`src/rtl/fifo_async_pkg.sv`:
```
// Shared helpers for both pointer domains of the async FIFO.
// Gray/binary conversion and the default depth constant.
package fifo_async_pkg;

  localparam int FIFO_ABITS = 10;
  localparam int FIFO_DEPTH = 1 << FIFO_ABITS;

  // Operands are zero-extended, so one 32-bit form serves every width.
  function automatic logic [31:0] bin2gray(input logic [31:0] b);
    return b ^ (b >> 1);
  endfunction

  function automatic logic [31:0] gray2bin(input logic [31:0] g);
    logic [31:0] b;
    b = g;
    for (int i = 1; i < 32; i++) begin
      b = b ^ (g >> i);
    end
    return b;
  endfunction

endpackage

```
`src/rtl/fifo_ptr_sync.sv`:
```
// Multi-flop synchronizer for a Gray-coded pointer crossing clocks.
// Shared by the read and write pointer generators.
module fifo_ptr_sync #(
  parameter int WIDTH       = 11,
  parameter int SYNC_STAGES = 2
) (
  input  logic             clk,
  input  logic             rst,
  input  logic [WIDTH-1:0] d,
  output logic [WIDTH-1:0] q
);

  logic [WIDTH-1:0] stg [SYNC_STAGES];

  always_ff @(posedge clk) begin
    if (rst) begin
      for (int i = 0; i < SYNC_STAGES; i++) begin
        stg[i] <= '0;
      end
    end else begin
      stg[0] <= d;
      for (int i = 1; i < SYNC_STAGES; i++) begin
        stg[i] <= stg[i-1];
      end
    end
  end

  assign q = stg[SYNC_STAGES-1];

endmodule

```
`src/rtl/fifo_wptr_full_gen.sv`:
```
// Write-side pointer, RAM write port and full/level flags
// of the async FIFO, all in the wrclk domain.
module fifo_wptr_full_gen
  import fifo_async_pkg::*;
#(
  parameter int          ABITS        = 10,
  parameter int          DBITS        = 16,
  parameter int          SYNC_STAGES  = 2,
  parameter int unsigned AFULL_THRESH = (1 << ABITS) - 4
) (
  input  logic             wrclk,
  input  logic             rst,
  input  logic             wr_en,
  input  logic [DBITS-1:0] wr_data,
  input  logic [ABITS:0]   rd_gray_ptr,
  output logic             w_en,
  output logic [ABITS-1:0] w_addr,
  output logic [DBITS-1:0] w_data,
  output logic [ABITS-1:0] wr_bin_ptr,
  output logic [ABITS:0]   wr_gray_ptr,
  output logic             wr_full,
  output logic             wr_almost_full,
  output logic [ABITS:0]   wr_usedw,
  output logic             wr_overflow
);

  localparam int PW = ABITS + 1;
  localparam logic [PW-1:0] AF = PW'(AFULL_THRESH);

  logic [PW-1:0] wbin;
  logic [PW-1:0] wbin_next;
  logic [PW-1:0] wgray_next;
  logic [PW-1:0] rgray_s;
  logic [PW-1:0] rbin_s;
  logic [PW-1:0] full_cmp;
  logic [PW-1:0] level_next;
  logic          wr_allow;

  fifo_ptr_sync #(
    .WIDTH       (PW),
    .SYNC_STAGES (SYNC_STAGES)
  ) u_rsync (
    .clk (wrclk),
    .rst (rst),
    .d   (rd_gray_ptr),
    .q   (rgray_s)
  );

  always_comb begin
    wr_allow   = wr_en & ~wr_full;
    wbin_next  = wbin + PW'(wr_allow);
    wgray_next = PW'(bin2gray(32'(wbin_next)));
    rbin_s     = PW'(gray2bin(32'(rgray_s)));
    // Full when the write pointer laps the read pointer by one depth.
    full_cmp   = {~rgray_s[ABITS:ABITS-1], rgray_s[ABITS-2:0]};
    level_next = wbin_next - rbin_s;
  end

  assign w_en       = wr_allow & ~rst;
  assign w_addr     = wbin[ABITS-1:0];
  assign w_data     = wr_data;
  assign wr_bin_ptr = wbin[ABITS-1:0];

  always_ff @(posedge wrclk) begin
    if (rst) begin
      wbin           <= '0;
      wr_gray_ptr    <= '0;
      wr_full        <= 1'b0;
      wr_almost_full <= 1'b0;
      wr_usedw       <= '0;
      wr_overflow    <= 1'b0;
    end else begin
      wbin           <= wbin_next;
      wr_gray_ptr    <= wgray_next;
      wr_full        <= (wgray_next == full_cmp);
      wr_almost_full <= (level_next >= AF);
      wr_usedw       <= level_next;
      wr_overflow    <= wr_overflow | (wr_en & wr_full);
    end
  end

endmodule
```
`config.mk`:
```
export PLATFORM = sky130hd
export DESIGN_NAME = fifo_wptr_full_gen
export DESIGN_NICKNAME = d
export VERILOG_FILES = /design/src/rtl/fifo_async_pkg.sv /design/src/rtl/fifo_ptr_sync.sv /design/src/rtl/fifo_wptr_full_gen.sv
export SDC_FILE = /design/constraint.sdc
export NUM_CORES = 1
export LEC_CHECK = 0
export CORE_ASPECT_RATIO = 2
export CORE_MARGIN = 4
export CORE_UTILIZATION = 41
export DETAILED_ROUTE_END_ITERATION = 12
export PLACE_DENSITY = 0.76
export SLEW_MARGIN = 20
export SYNTH_ARGS = -nofsm -noshare
export SYNTH_HDL_FRONTEND = slang
export SYNTH_SLANG_ARGS = --single-unit
```
`constraint.sdc`:
```
create_clock -name wrclk -period 3.6 [get_ports wrclk]
set_input_delay 0.9 -clock wrclk [delete_from_list [all_inputs] [get_ports wrclk]]
set_output_delay 0.9 -clock wrclk [all_outputs]
set_load 0.02 [all_outputs]
```
# ---- Yosys cells after proc, flatten, opt, wreduce, memory -nomap -nowiden
# Memories as Yosys holds them, arrays and structs flattened.
# Cells that the tools add are included.
# W data, S select, Z words.
dict set report op_classes {
  add_sub_neg 2
  multipliers 0
  n_div 0
  magnitude_cmp 1
  eq_ne 1
  shifts 0
  muxes 5
  n_bitwise 20
  n_reduce_logical 0
}
# op count
set op_table {}
lappend op_table {{$mux W11} 2}
lappend op_table {{$xor A11 B10 Y11} 2}
lappend op_table {{$add A11 B1 Y11} 1}
lappend op_table {{$eq A11 B11 Y1} 1}
lappend op_table {{$ge A11 B10 Y1 const B} 1}
lappend op_table {{$sub A11 B11 Y11} 1}
lappend op_table {{$xor A11 B1 Y11} 1}
lappend op_table {{$xor A11 B2 Y11} 1}
lappend op_table {{$xor A11 B3 Y11} 1}
lappend op_table {{$xor A11 B4 Y11} 1}
lappend op_table {{$xor A11 B5 Y11} 1}
lappend op_table {{$xor A11 B6 Y11} 1}
lappend op_table {{$xor A11 B7 Y11} 1}
lappend op_table {{$xor A11 B8 Y11} 1}
lappend op_table {{$xor A11 B9 Y11} 1}
lappend op_table {{$and A1 B1 Y1} 3}
lappend op_table {{$mux W1} 3}
lappend op_table {{$or A1 B1 Y1} 3}
lappend op_table {{$not A1 Y1} 2}
lappend op_table {{$not A2 Y2} 1}
dict set report word_totals {
  ff_bits 36
  latch_bits 0
  mem_bits_rw 22
  romBits 0
  output_inout_bits 62
  wordCells 36
  mem_count 1
}
# memory depth width rd rd_clocked_by_memory_dff write_ports line_no
set memory_table {}
lappend memory_table {u_rsync.stg 2 11 2 0 2 fifo_ptr_sync.sv:13} ;# logic [WIDTH-1:0] stg [SYNC_STAGES];

# ---- Logic depth before layout (Yosys ltp)
# Gate-level depths: netlist of run 1.
dict set report logic_depth {
  word_depth 12
  depth_mapped 17
  ltp_nobuf 17
}

# ---- Cells and area by module
# From an unflattened synthesis of run 1, not the netlist that was laid out.
dict set report unflattened {
  cells_unflattened 299
  area_unflattened_um2 2882.8
}
# module instances cells_per_inst area_each_um2 seq_area_each_um2
set modules_own_cells {}
lappend modules_own_cells {fifo_wptr_full_gen 1 242 2159.6 700.7}
lappend modules_own_cells {fifo_ptr_sync 1 57 723.2 440.4}

# ---- Worst setup path before layout of run 1
# No wires, ideal clock.
dict set report synth_timing {
  path_kind {register to register}
  start {mem u_rsync.stg[1][10], in the netlist u_rsync.stg[0][21]}
  end {reg wr_almost_full}
  setup_time_ns 0.116
  t_arrival_ns 3.833
  t_required_ns 3.484
  path_slack_ns -0.349
  path_stages_with_launch 18
  period_less_slack_ns 3.949
  path_cell_list {dfxtp_1 > xnor3_2 > xor2_4 > xor3_2 > xor2_2 > xor2_2 > xor2_2 > xnor2_1 > ha_1 > inv_1 > fa_1 > a21o_1 > a21oi_1 > o211ai_1 > a41oi_1 > xor2_1 > nor2_1 > a41o_1}
}
# element line_no
set synth_lines {}
lappend synth_lines {{start: declaration} fifo_ptr_sync.sv:13}
lappend synth_lines {{end signal: assignment} fifo_wptr_full_gen.sv:76} ;# wr_almost_full <= (level_next >= AF);
lappend synth_lines {{end: declaration} fifo_wptr_full_gen.sv:22} ;# output logic wr_almost_full,

==> results.toml, run 1 <==
[critical_path]
crit_top_cell = "xor2_2"
startpoint = "u_rsync.stg[0][19]"
slowest_delay_ns = 0.46
cp_slowest_cell = "xnor3_2"
crit_chain = "xnor3_2 -> xor2_4 -> xor3_2 -> xor2_4 -> xor2_2 -> xor2_2 -> buf_4 -> xor2_2 -> buf_4 -> fa_2 -> a21o_1 -> a21oi_4 -> o21bai_1 -> a21oi_1 -> xor2_1 -> nor4_1 -> a41o_1"
crit_family = "XOR/XNOR gates"
r2r_end = "wr_almost_full"
required_ns = 3.87
reg2reg_depth = 17
crit_path_start_kind = "flip-flop"
worstPathMaxFanout = 3
reg2reg_slack_ns = -0.36
cp_data_arrival_time_ns = 4.23
crit_type = "flip-flop to flip-flop"
critPathBufInv = 2
cp-end-kind = "flip-flop"
r2r_start = "u_rsync.stg[0][19]"

[sta]
finalSetupViolCount = 8
setup_ws_ns = -0.364
rsz0062_at_grt = "true"
fin_skew_ns = 0.00322
slew-limit-headroom_pct = 63.4
min_period_ns = 3.96
fmax_mhz = 252
hold_viol_final = 0
fin_crit_sh_pct = 110
slew_viol_final = 0
worst_pin_slew_ns = 0.549

[drt]
routedWlPerCell_um = 13.2
drc_errors = 0
detail_route.first_pass.iterations = 4
vias = 2296
drtIter0Drc = 92
detail-route-antenna-nets = 0
wl_um = 6420
via_per_inst = 4.73

[synthesis]
synth-seq-area-share_pct = 40.9
synth_area_um2 = 2790
synthArstFlopShare_pct = 0
synth_edf_count = 0
synth-warning-count = 0
synth_top_area_share_pct = 40.9
synth.top_cells.by_area = "dfxtp_1 (41%), nor2b_1 (7.2%), buf_4 (7.0%)"
synth_top_cell_by_area = "dfxtp_1"
syn_inst = 291
ys_seq_elements = 57
ys.flop_type = "dfxtp_1"
syn_nets = 334
synth_cell_type_count = 42
synth.avg_cell_area_um2 = 9.58

[place]
numPlacedInstances = 458
gp_congestion = 0.822
dp_hpwl_um = 4700
pre_cts_slack_ns = -0.649
port_buffers = 59

[global_route]
antenna_found_initial = 0
grt_pass1_wl_um = 10700
grt_start_max_net_pins = 57
grt_use_total_pct = 17.0
grt_pass1_vias = 2359
overflow = 0

[final_layout]
final_cell_mix = "buf_4 (62), clkdlybuf4s50_1 (58), dfxtp_1 (56)"
drive_gt1_share_pct = 25.9
final_common_cell = "buf_4"
fin_nets = 435
fin_cells = 485
fillers = 542
area_delta_synth_final_pct = 50.2
antenna_cells = 0

[power_and_ir_drop]
peakVddDrop_uv = 313
p_per_area_nw_per_um2 = 550
power.leakage_nw = 1.80

[die]
die_area_um2 = 8260
die_w_um = 66.3
core_area_um2 = 6620
num_rows = 42
initial_utilization_pct = 42.1
die_y_um = 125
io_pins = 92

[clocking]
cts_root_buf = "clkbuf_16"
htreeDepth = 3
cts_made_buffers = 9
clkTransAtPathRegs_ns = 0.05
insertion_delay_ns = 0.32
cts_hold_buf = 0
cts_buffer_depth = 2
cts_tree = "done"
cts.sinks = 57

[flow_run]
max_cap_viol_count = 0

[run_status]
failed_checks = "setup timing"
status = "finished, violations left"

[worst_hold_path]
hold_end = "u_rsync.stg[0][20]"
holdCritStartpoint = "u_rsync.stg[0][9]"
hold_depth = 1
hold_path_class = "flip-flop to flip-flop"
## registers in the layout (all words and copies together), names as in the netlist
name,cells
u_rsync.stg,22
wbin,11
wr_almost_full,1
wr_full,1
wr_gray_ptr,10
wr_overflow,1
wr_usedw,11
## worst max path at each step
stage / to / depth (start not counted)
6_report: wr_almost_full / 17
4_1_cts: wr_almost_full / 17
2_1_floorplan: wr_almost_full / 17
3_3_place_gp: wr_almost_full / 15
5_1_grt: wr_almost_full / 17
3_5_place_dp: wr_almost_full / 15
## what timing repair did
action,CTS,global route
pin swaps,9,2
gates resized for setup,9,10
setup endpoints to repair,9,10
setup buffers,11,0
## worst register-to-register path: stages (launching register included)
cell,delay (ns)
dfxtp_2,0.32
xnor3_2,0.46
xor2_4,0.17
xor3_2,0.33
xor2_4,0.18
xor2_2,0.17
xor2_2,0.20
buf_4,0.16
xor2_2,0.18
buf_4,0.15
fa_2,0.35
a21o_1,0.19
a21oi_4,0.16
o21bai_1,0.11
a21oi_1,0.16
xor2_1,0.11
nor4_1,0.29
a41o_1,0.21
## synthesized netlist by cell type (all sizes together), types with 2 or more instances
| master | number |
|---|---|
| a21oi | 9 |
| dfxtp | 57 |
| o31ai | 2 |
| buf | 28 |
| o21ai | 3 |
| nand3 | 9 |
| clkbuf | 4 |
| o211ai | 2 |
| nor3 | 7 |
| nor2b | 32 |
| a21o | 2 |
| ha | 12 |
| o21a | 2 |
| nor4 | 3 |
| inv | 15 |
| xor2 | 23 |
| a2111oi | 2 |
| nor2 | 32 |
| nand2 | 6 |
| and2 | 2 |
| xnor2 | 21 |
| xnor3 | 2 |
## power by group
part	leakage, nW	total, W	switching (W)	internal (W)
Sequential	0.469	0.000706	0.0000210	0.000685
Combinational	1.17	0.000700	0.000312	0.000388
Clock	0.162	0.000895	0.000267	0.000628
## stage by stage
stage	setup TNS (ns)	area, µm²	utilization, %	power (W)	hold WS [ns]
5_1_grt	-3.09	4190	63.2	0.00241	0.443
3_5_place_dp	-2.83	3670	55.4	0.00130	0.422
6_report	-1.36	4190	63.2	0.00230	0.430
2_1_floorplan	-0.198	2800	-	0.00105	0.414
3_3_place_gp	-2.03	3670	55.4	0.00129	0.416
4_1_cts	-1.58	4130	62.4	0.00229	0.433
## metal layers
metal  routed length, µm  part of all wire (%)  global-route usage (%)  up-vias
met1                2230                    35                    16.0     1065
met3                 288                   4.5                    3.88       34
met4                 350                   5.5                    13.2        0
li1                    -                     -                       -     1125
met2                3550                    55                    29.8       72
met5                   0                     0                       0        -
## final cells by class
cell class | instances | area, µm² | area share (%)
timing repair buffer | 122 | 1060 | 25.4
sequential | 57 | 1140 | 27.3
inverter | 15 | 56.3 | 1.34
multi-input combinational | 187 | 1490 | 35.5
tap | 88 | 110 | 2.63
clock inverter | 1 | 30.0 | 0.717
clock buffer | 15 | 298 | 7.11
## kinds of logic (layout without fill, tap and decap cells)
| group | Yosys count | after routing | share of synthesized area [%] |
|---|---|---|---|
| AO/OA/AOI/OAI | 31 | 31 | 7.54 |
| XOR/XNOR | 47 | 47 | 17.9 |
| adder cells (fa/ha/maj) | 13 | 13 | 6.10 |
| buffers and inverters | 47 | 153 | 9.83 |
| flip-flops | 57 | 57 | 40.9 |
| multiplexers | 2 | 2 | 0.763 |
| AND/OR/NAND/NOR | 94 | 94 | 17.0 |
Note: power is estimated with default switching activity, not from simulation.
==> run 2, diff against run 1 <==
- CORE_MARGIN: 4 -> default
==> run 2 against run 1 <==
Compared with the run above: the run still ends with setup timing left; clock skew increased by 0.0014 ns; critical path depth is the same; non-clock buffer count decreased by 5; design area decreased by 2.7%; maximum frequency grew 0.26%; sequential power about the same; highest routed layer unchanged.
==> results.toml, run 2 (synthesized netlist as in run 1, its figures left out) <==
[run_status]
status = "finished, violations left"
failed_checks = "setup timing"

[place]
postPlaceCellArea_um2 = 3650
dp_hpwl_um = 4440
port_buffers = 59
gp_congestion = 0.847

[clocking]
insertion_delay_ns = 0.33
cts_tree = "done"
cts_made_buffers = 9
clkTransAtPathRegs_ns = 0.05
cts_root_buf = "clkbuf_16"
cts.sinks = 57
htreeDepth = 3
cts_buffer_depth = 2

[die]
core_area_um2 = 6570
die_y_um = 119
die_w_um = 60.3
num_rows = 42
initial_utilization_pct = 42.4
io_pins = 92
die_area_um2 = 7150

[power_and_ir_drop]
peakVddDrop_uv = 355
p_per_area_nw_per_um2 = 547
power.leakage_nw = 1.77
finalPower_w = 0.00223

[critical_path]
cp_slowest_cell = "xnor3_2"
critPathBufInv = 1
crit_chain = "xnor3_2 -> xor2_4 -> xor3_2 -> xor2_2 -> xor2_2 -> xor2_2 -> xnor2_1 -> ha_2 -> inv_2 -> fa_2 -> a21o_1 -> a21oi_2 -> o21bai_1 -> a21oi_1 -> xor2_1 -> nor4_2 -> a41o_1"
r2r_start = "u_rsync.stg[0][19]"
cp-end-kind = "flip-flop"
reg2reg_depth = 17
crit_path_start_kind = "flip-flop"
cp.depth = 17
startpoint = "u_rsync.stg[0][19]"
required_ns = 3.82
worstPathMaxFanout = 3
crit_top_cell = "xor2_2"
cp_data_arrival_time_ns = 4.17
crit_family = "XOR/XNOR gates"
slowest_delay_ns = 0.46
crit_type = "flip-flop to flip-flop"

[final_layout]
top_register = "u_rsync.stg"
antenna_cells = 0
top_regs = "u_rsync.stg: 22 flops, wbin: 11 flops, wr_usedw: 11 flops"
fin_area_um2 = 4070
area_delta_synth_final_pct = 46.1
fin_nets = 430
drive_gt1_share_pct = 23.7
final_core_util_pct = 62.0
largest_reg_flops = 22
final_cell_mix = "clkdlybuf4s50_1 (58), buf_4 (58), dfxtp_1 (56)"

[global_route]
antenna_found_initial = 0
overflow = 0
grt_start_max_net_pins = 57
grt_use_total_pct = 19.2
grt_pass1_vias = 2296
grt_pass1_wl_um = 9880

[sta]
slew-limit-headroom_pct = 59.2
min_period_ns = 3.95
tns_ns = -1.31
fin_crit_sh_pct = 110
rsz0062_at_grt = "true"
fin_skew_ns = 0.00460
finalSetupViolCount = 8
worst_pin_slew_ns = 0.606
slew_viol_final = 0
setup_ws_ns = -0.354
fmax_mhz = 253
hold_viol_final = 0

[drt]
detail-route-antenna-nets = 0
detail_route.first_pass.iterations = 4
via_per_inst = 4.75
routedWlPerCell_um = 12.7
drtIter0Drc = 81
vias = 2278
drc_errors = 0
wl_um = 6080

[flow_run]
max_cap_viol_count = 0

[worst_hold_path]
holdCritStartpoint = "u_rsync.stg[0][4]"
hold_depth = 1
hold_path_class = "flip-flop to flip-flop"
## run 2: layout make-up
cell class / count / area (µm²)
fillers: 524 / 2500
multi-input cells: 187 / 1430
flip-flops and latches: 57 / 1140
repair buffers: 117 / 1020
clock buffers: 9 / 225
well taps: 88 / 110
clock inverters: 7 / 85.1
inverters: 15 / 56.3
## run 2: routing by layer
metal	global-route usage, %	vias to the layer above	wire (µm)
met5	0	-	0
met4	14.8	0	309
met3	5.36	35	259
met1	17.2	1047	2080
met2	33.4	74	3430
li1	-	1122	-
## run 2: report_power, final
part / total, W / internal [W] / switching [W] / leakage [nW]
registers: 0.000705 / 0.000685 / 0.0000206 / 0.469
logic: 0.000644 / 0.000357 / 0.000287 / 1.14
clock network: 0.000878 / 0.000597 / 0.000281 / 0.159
total: 0.00223 / 0.00164 / 0.000589 / 1.77
## run 2: path summary, 6_finish.rpt
| check | endpoint | slack [ns] |
|---|---|---|
| hold reg to reg | u_rsync.stg[0][15] | 0.43 |
| setup reg to reg | wr_almost_full | -0.35 |
| hold / removal | u_rsync.stg[0][15] | 0.43 |
| setup / recovery | wr_almost_full | -0.35 |
## run 2: per-stage QoR
stage          hold WS, ns  std cells  setup slack, ns
4_1_cts              0.434        478           -0.348
2_1_floorplan        0.414        291           -0.190
6_report             0.431        480           -0.354
3_3_place_gp         0.418        456           -0.502
5_1_grt              0.449        480           -0.559
3_5_place_dp         0.423        456           -0.582
## run 2: repair_timing
action                     in CTS  in global routing
gates resized for setup         6                  2
setup endpoints to repair       7                 10
hold buffers                    0                  0
setup buffers                   6                  2
gates cloned                    0                  0
pin swaps                       8                  4
==> run 3, diff against run 2 <==
- CORE_MARGIN: default -> 10
- REMOVE_ABC_BUFFERS: default -> 1
==> run 3 against run 2 <==
Compared with the run above: the flow still finishes with violations (setup timing); global-route usage down 5.5 points; total power down 2.0%; critical path depth up 1; die area up 50%; combinational power up 15%; clock skew up 0.00050 ns; sequential power about the same; sequential share of layout area down 0.85 points; hold slack about the same; first-iteration DRC count up 30%; non-clock buffer count up 3; largest power group is now combinational logic.
==> results.toml, run 3 (synthesized netlist as in run 1, its figures left out) <==
[run_status]
status = "finished, violations left"
failed_checks = "setup timing"

[die]
num_rows = 42
initial_utilization_pct = 42.1
die_w_um = 78.3
die_area_um2 = 10700
die_y_um = 137
io_pins = 92
core_area_um2 = 6620

[clocking]
htreeDepth = 3
clkTransAtPathRegs_ns = 0.05
cts_root_buf = "clkbuf_16"
cts_made_buffers = 9
insertion_delay_ns = 0.32
cts_buffer_depth = 2
cts_hold_buf = 0
cts.sinks = 57
cts_tree = "done"

[worst_hold_path]
hold_end = "u_rsync.stg[0][18]"
hold_path_class = "flip-flop to flip-flop"
holdCritStartpoint = "u_rsync.stg[0][7]"
hold_depth = 1

[critical_path]
reg2reg_slack_ns = -0.37
crit_type = "flip-flop to flip-flop"
crit_top_cell = "xor2_4"
crit_chain = "xnor3_2 -> xor2_4 -> xor3_2 -> xor2_4 -> xor2_2 -> xor2_2 -> buf_4 -> buf_6 -> xor2_4 -> ha_1 -> nor2b_1 -> o21a_1 -> o21ai_1 -> buf_4 -> a211oi_4 -> o31a_1 -> nor3_2 -> a41o_1"
cp_data_arrival_time_ns = 4.24
cp-end-kind = "flip-flop"
r2r_start = "u_rsync.stg[0][21]"
worstPathMaxFanout = 5
slowest_delay_ns = 0.46
cp_slowest_cell = "xnor3_2"
startpoint = "u_rsync.stg[0][21]"
required_ns = 3.87
r2r_end = "wr_almost_full"
crit_path_start_kind = "flip-flop"
reg2reg_depth = 18

[final_layout]
final_common_cell = "buf_4"
final_cell_mix = "buf_4 (60), clkdlybuf4s50_1 (58), dfxtp_1 (56)"
area_delta_synth_final_pct = 50.6
drive_gt1_share_pct = 28.7
fin_nets = 433
top_register = "u_rsync.stg"
antenna_cells = 0
largest_reg_flops = 22
final_core_util_pct = 63.4
top_regs = "u_rsync.stg: 22 flops, wbin: 11 flops, wr_usedw: 11 flops"

[drt]
detail-route-antenna-nets = 0
routedWlPerCell_um = 15.3
wl_um = 7360
vias = 2303
drc_errors = 0
drtIter0Drc = 105
detail_route.first_pass.iterations = 4
via_per_inst = 4.78

[power_and_ir_drop]
finalPower_w = 0.00218
peakVddDrop_uv = 439
power_frac_comb_pct = 33.9
p_int_w = 0.00156
p_switching_w = 0.000626
swShare_pct = 28.7
clkPwrFrac_pct = 33.7
p_per_area_nw_per_um2 = 520
seqPwrFrac_pct = 32.4
power.leakage_nw = 1.79

[sta]
rsz0062_at_grt = "true"
slew_viol_final = 0
worst_pin_slew_ns = 0.601
hold_viol_final = 0
fin_skew_ns = 0.00510
setup_ws_ns = -0.369
finalSetupViolCount = 7
min_period_ns = 3.97
fmax_mhz = 252
slew-limit-headroom_pct = 59.6
fin_crit_sh_pct = 110

[global_route]
overflow = 0
grt_pass1_vias = 2415
grt_use_total_pct = 13.7
antenna_found_initial = 0
grt_pass1_wl_um = 11400
grt_start_max_net_pins = 57

[place]
gp_congestion = 0.871
port_buffers = 59
dp_hpwl_um = 5320

[flow_run]
max_cap_viol_count = 0
-- run 3: changes by cell type in the layout (fill, tap and decap cells not counted), moves of 2 or more --
cell	change
a21oi_1	-4
a21oi_2	+4
buf_4	+2
bufinv_16	-2
nor2_1	-2
nor3_1	-2
nor3_2	+2
xor2_1	-2
xor2_4	+2
-- run 3: area by class of cell --
type,count,area [µm²]
timing repair buffer,120,1050
fill,524,2420
sequential,57,1140
clock buffer,11,243
inverter,15,56.3
clock inverter,4,20.0
multi-input combinational,187,1580
tap,88,110
-- run 3: worst max-delay path by stage --
stage                          end  slack [ns]  cells past startpoint
floorplan           wr_almost_full       -0.34                     17
global placement    wr_almost_full       -0.52                     17
detailed placement  wr_almost_full       -0.58                     17
CTS                 wr_almost_full       -0.36                     17
global route        wr_almost_full       -0.61                     17
finish              wr_almost_full       -0.37                     18
-- run 3: power groups by stage --
stage	clock network (W)	registers, W	logic, W
2_1_floorplan	0	0.000770	0.000234
3_3_place_gp	0	0.000717	0.000572
3_5_place_dp	0	0.000717	0.000582
4_1_cts	0.000752	0.000707	0.000654
5_1_grt	0.000788	0.000711	0.000794
6_report	0.000736	0.000707	0.000741
-- run 3: layer usage --
layer	track usage [%]	part of all wire (%)	up-vias
li1	-	-	1128
met1	11.2	32	1073
met2	25.8	57	84
met3	5.85	6.3	18
met4	8.42	3.6	0
met5	0	0	-
-- run 3: repair_timing --
| action | in CTS | in global routing |
|---|---|---|
| pin swaps | 9 | 7 |
| resized for setup | 20 | 23 |
| cloned | 0 | 0 |
| buffers inserted | 6 | 5 |
| endpoints found under the setup margin | 8 | 11 |
-- run 3: stage by stage --
stage,instances,setup TNS [ns],setup WS [ns],hold slack [ns],area (µm²)
floorplan,259,-0.702,-0.337,0.414,2570
global placement,459,-2.00,-0.517,0.419,3660
detailed placement,459,-2.67,-0.580,0.420,3660
CTS,479,-1.30,-0.359,0.433,4050
global route,482,-3.41,-0.606,0.451,4200
finish,482,-1.60,-0.369,0.431,4200
-- run 3: critical path, delay by kind of cell (launching register included) --
family | cells | cell delay [ns]
XOR/XNOR | 7 | 1.75
buffers and inverters | 3 | 0.43
flip-flops | 1 | 0.32
adder cells (fa/ha/maj) | 1 | 0.24
AO/OA/AOI/OAI | 5 | 0.89
AND/OR/NAND/NOR | 2 | 0.27
